File: src/rtl/mem_pkg.sv
// mem_pkg: shared types and address helpers for the data-memory responder
package mem_pkg;
  localparam int WORD_W = 32;
  localparam int BYTE_OFF_W = 2;
  typedef enum logic [1:0] {IDLE, BUSY, ACK} state_t;
  function automatic logic [WORD_W-BYTE_OFF_W-1:0] word_index(input logic [WORD_W-1:0] addr);
    return addr[WORD_W-1:BYTE_OFF_W];
  endfunction
endpackage

File: src/rtl/dmem_array.sv
// dmem_array: word-wide register array, synchronous write, combinational read
module dmem_array
  import mem_pkg::*;
#(
  parameter int DEPTH_WORDS = 32,
  parameter int AW = (DEPTH_WORDS > 1) ? $clog2(DEPTH_WORDS) : 1
) (
  input  logic              i_clk,
  input  logic              i_we,
  input  logic [AW-1:0]     i_idx,
  input  logic [WORD_W-1:0] i_wdata,
  output logic [WORD_W-1:0] o_rdata
);
  logic [WORD_W-1:0] r_mem [DEPTH_WORDS];
  always_ff @(posedge i_clk)
    if (i_we) r_mem[i_idx] <= i_wdata;
  assign o_rdata = r_mem[i_idx];
endmodule

File: src/rtl/dmem_responder.sv
// dmem_responder: multi-cycle data memory that stalls the pipeline, then acks
module dmem_responder
  import mem_pkg::*;
#(
  parameter int DEPTH_WORDS = 32,
  parameter int LATENCY = 4
) (
  input  logic              clk_i,
  input  logic              rst_n_i,
  input  logic              req_i,
  input  logic              we_i,
  input  logic [WORD_W-1:0] addr_i,
  input  logic [WORD_W-1:0] wdata_i,
  output logic              stall_o,
  output logic              ack_o,
  output logic [WORD_W-1:0] rdata_o,
  output logic              err_o
);
  localparam int AW = (DEPTH_WORDS > 1) ? $clog2(DEPTH_WORDS) : 1;
  state_t r_state, w_next;
  logic [3:0] r_cnt;
  logic r_we;
  logic [WORD_W-1:0] r_addr, r_wdata;
  logic w_idle, w_accept, w_src_we, w_bad, w_enter_ack, w_wr;
  logic [WORD_W-1:0] w_src_addr, w_src_wdata, w_rdata;
  logic [WORD_W-BYTE_OFF_W-1:0] w_word;
  logic [AW-1:0] w_idx;
  assign w_idle = r_state == IDLE;
  assign w_accept = w_idle & req_i;
  // in IDLE the live inputs drive the array so a one-cycle access needs no latch
  assign w_src_we = w_idle ? we_i : r_we;
  assign w_src_addr = w_idle ? addr_i : r_addr;
  assign w_src_wdata = w_idle ? wdata_i : r_wdata;
  assign w_word = word_index(w_src_addr);
  assign w_idx = w_word[AW-1:0];
  assign w_bad = (w_src_addr[BYTE_OFF_W-1:0] != '0) | (w_word >= (WORD_W-BYTE_OFF_W)'(DEPTH_WORDS));
  assign w_enter_ack = (w_next == ACK) & (r_state != ACK);
  assign w_wr = w_enter_ack & w_src_we & ~w_bad;
  assign stall_o = rst_n_i & (w_accept | (r_state == BUSY));
  assign ack_o = r_state == ACK;
  always_comb begin
    w_next = r_state;
    if (w_accept) w_next = (LATENCY == 1 || w_bad) ? ACK : BUSY;
    else if (r_state == BUSY && r_cnt == 4'd1) w_next = ACK;
    else if (r_state == ACK) w_next = IDLE;
  end
  always_ff @(posedge clk_i or negedge rst_n_i)
    if (!rst_n_i) r_state <= IDLE;
    else r_state <= w_next;
  always_ff @(posedge clk_i or negedge rst_n_i)
    if (!rst_n_i) begin
      r_cnt <= '0;
      r_we <= 1'b0;
      r_addr <= '0;
      r_wdata <= '0;
      rdata_o <= '0;
      err_o <= 1'b0;
    end else begin
      if (w_accept) begin
        r_we <= we_i;
        r_addr <= addr_i;
        r_wdata <= wdata_i;
        r_cnt <= 4'(LATENCY - 1);
        err_o <= 1'b0;
      end else if (r_state == BUSY) r_cnt <= r_cnt - 4'd1;
      if (w_enter_ack) begin
        err_o <= w_bad;
        if (!w_src_we) rdata_o <= w_bad ? '0 : w_rdata;
      end
    end
  dmem_array #(.DEPTH_WORDS(DEPTH_WORDS), .AW(AW)) u_array (
    .i_clk(clk_i),
    .i_we(w_wr),
    .i_idx(w_idx),
    .i_wdata(w_src_wdata),
    .o_rdata(w_rdata)
  );
endmodule

File: config.mk
export PLATFORM = sky130hd
export DESIGN_NAME = dmem_responder
export DESIGN_NICKNAME = d
export VERILOG_FILES = /design/src/rtl/mem_pkg.sv /design/src/rtl/dmem_array.sv /design/src/rtl/dmem_responder.sv
export SDC_FILE = /design/constraint.sdc
export NUM_CORES = 1
export LEC_CHECK = 0
export BUFFER_PORTS_ARGS = -buffer_cell sky130_fd_sc_hd__clkbuf_2
export CAP_MARGIN = 20
export CORE_MARGIN = 3
export CORE_UTILIZATION = 45
export DETAILED_ROUTE_END_ITERATION = 6
export GPL_ROUTABILITY_DRIVEN = 0
export PLACE_DENSITY_LB_ADDON = 0.1
export SKIP_CTS_REPAIR_TIMING = 1
export SYNTH_ARGS = -nofsm -noshare
export SYNTH_HDL_FRONTEND = slang
export SYNTH_HIERARCHICAL = 1
export SYNTH_SLANG_ARGS = --single-unit
File: constraint.sdc
create_clock -name clk_i -period 14.2 [get_ports clk_i]
set_input_delay 2.13 -clock clk_i [delete_from_list [all_inputs] [get_ports clk_i]]
set_output_delay 2.13 -clock clk_i [all_outputs]
set_load 0.05 [all_outputs]
==> reports/results.txt <==
Seq/Total Area, Yosys - 76.43%
Synth Instances - 2390
Warnings, synthesis - 6
Area Overhead vs Synth - 13.65%
layout cells sized above 1 - 18.93%
Die ar. - 100700 µm²
vias per cell - 5.925
setup TNS - 0 ns
Worst EP required - 14.77 ns
Core Area - 95580 µm²
wire length on met1 - 51.47 mm
Initial Utilization - 45.66%
met2 routed WL - 57.15 mm
grt ovf - 0
synthesized area per cell - 18.26 µm²
FFs w/ async S/R, synth - 9.220%
Final Core Density - 51.89%
CTS tree - built
crit-path max FO - 70
largest net degree at the start of global routing - 122
routed length per instance - 30.16 µm
DR pass1 iterations - 5
Clk pin slew, worst setup/hold paths - 0.06 ns
Unique masters post-synth - 47
Finished Cell Area - 49590 µm²
initial antenna violation count - 4
Leak - 14.04 nW
Mapped Area - 43640 µm²
Root Buffer - clkbuf_16
PortBufs - 102
VDD IR max - 0.1054 mV
Tot GR Track Use - 22.88%
metal3 WL - 6.478 mm
# IOs - 103
most frequent cells in the layout - edfxtp_1, mux2i_1, o22ai_1, clkbuf_16, dfrtp_1
crit start category - input port
most used cell, CP - buf_4
CP Class - input port to flop
Hold Path Class - flop to flop
Post-synth top flop - edfxtp_1
final antenna-violating net count - 0
Placed Area - 45710 µm²
Synth Net Count - 2460
Top Layer Used - met4
endpoints failing setup - 0
clk sinks - 1128
RSZ-0062 raised after global routing - no
vias in the first global route - 23272
Yosys reg bits - 1128
number of DRC markers in iteration 0 - 2163
fin crit share - 43.42%
max_cap viols - 0
EDFF count, synth - 1024
Core Rows - 113
Chip Height - 317.4 µm
crit path cell chain - clkbuf_2 -> mux2_8 -> buf_4 -> buf_4 -> buf_4 -> mux2i_1 -> o22ai_1 -> nor4_1 -> nand2_1 -> a22o_1
Max Buffers Root-to-Sink - 3
count of final hold-check violations - 0
Slowest-stage cell, CP - buf_4
detailed-route DRC error count - 0
status - finished, final reports clean
clock skew - 0.02100 ns
Filler Cell Count - 7815
hpwl dp - 64.61 mm
Min Clock Period, post-route - 6.166 ns
Slew @ Worst Pin - 1.162 ns
Fmax - 162.2 MHz
commonest non-fill, non-tap cell in the layout - edfxtp_1
Slew Viols, Final - 0
first-pass GRT wire length - 167.7 mm
Power, Total - 6.627 mW
power per cell area - 133.6 nW/µm²
Worst setup EP type - flop
crit path DAT - 6.74 ns
crit-path max cell delay - 0.94 ns
CTS H-tree lvls - 3
Die W - 317.4 µm
routed wire length - 117.6 mm
cts bufs inserted - 117
routed vias - 23112
# diodes - 0
Clock Latency Late Sink - 0.69 ns
slew margin rel. - 22.33%
Final #Nets - 2601
-- state kept, by name, summed over array words and instances (netlist names) --
name and cells:
u_array/r_mem 1024, r_state 2, r_we 1, r_addr 32, r_cnt 4, rdata_o 32, r_wdata 32, err_o 1
-- metal layers --
metal / global-route usage [%] / vias up
met5: 0 / -
met4: 5.525 / 0
met3: 3.135 / 140
met2: 37.77 / 771
met1: 32.41 / 12236
li1: - / 9965
-- Yosys cell counts (all sizes together), types with 2 or more instances --
master,instances,share of area [%]
a21oi,2,0.023
a22o,32,0.65
buf,119,1.7
clkbuf,25,0.22
dfrtp,104,6.0
edfxtp,1024,70
ha,2,0.057
inv,2,0.017
mux2,102,2.6
mux2i,513,12
nand2,41,0.35
nand3,4,0.046
nand3b,4,0.069
nand4,3,0.043
nand4b,5,0.10
nand4bb,6,0.15
nor2,32,0.28
nor2b,2,0.029
nor3,6,0.069
nor4,74,1.1
o21ai,5,0.057
o22ai,256,3.7
o31ai,3,0.083
or3b,3,0.060
or4,4,0.086
or4b,4,0.12
-- report_power, final --
group	switching, mW	leakage (nW)	internal [mW]	total [mW]
clock network	1.25	1.86	1.78	3.04
logic	0.0135	3.70	0.00752	0.0210
registers	0	8.47	3.57	3.57
total	1.26	14.0	5.36	6.63
-- per-stage QoR --
step / cells / setup slack (ns) / hold slack (ns)
3_3_place_gp: 3674 / 7.324 / 0.4772
2_1_floorplan: 2390 / 7.819 / 0.4575
3_5_place_dp: 3676 / 7.270 / 0.4895
4_1_cts: 3900 / 8.015 / 0.5026
6_report: 3901 / 8.034 / 0.4993
5_1_grt: 3901 / 7.769 / 0.5161
-- cell type report --
cell class	instances	area, µm²	area share (%)
Inverter	2	7.507	0.01514
Multi-Input combinational cell	1116	9752	19.66
Sequential cell	1128	33350	67.25
Tap cell	1265	1583	3.192
Clock buffer	161	3216	6.484
Clock inverter	63	635.6	1.282
Timing Repair Buffer	166	1047	2.112
-- kinds of logic (layout without fill, tap and decap cells) --
logic type	Yosys count	in the layout	share of synthesized area, %
XOR/XNOR	2	2	0.04015
multiplexers	615	615	14.40
AO/OA/AOI/OAI	304	304	4.628
buffers and inverters	146	392	1.898
AND/OR/NAND/NOR	193	193	2.546
adder cells (fa/ha/maj)	2	2	0.05734
flip-flops	1128	1128	76.43
-- final timing paths --
check,from,cells past startpoint,to,slack [ns]
max,addr_i[3],10,rdata_o[9],8.03
min,r_wdata[25],1,r_wdata[25],0.50
max reg2reg,r_state[1],10,rdata_o[9],8.91
min reg2reg,r_wdata[25],1,r_wdata[25],0.50
max in group asynchronous,rst_n_i,2,rdata_o[5],11.39
min in group asynchronous,rst_n_i,1,rdata_o[23],1.41
-- critical path: cells and delay by family --
kind                   cells  cell delay [ns]
AOI/OAI and AO/OA          2             0.37
and+or+nand+nor            2             0.48
buffers and inverters      4             2.71
muxes                      2             0.90
Power figures use the tool's default switching activity.
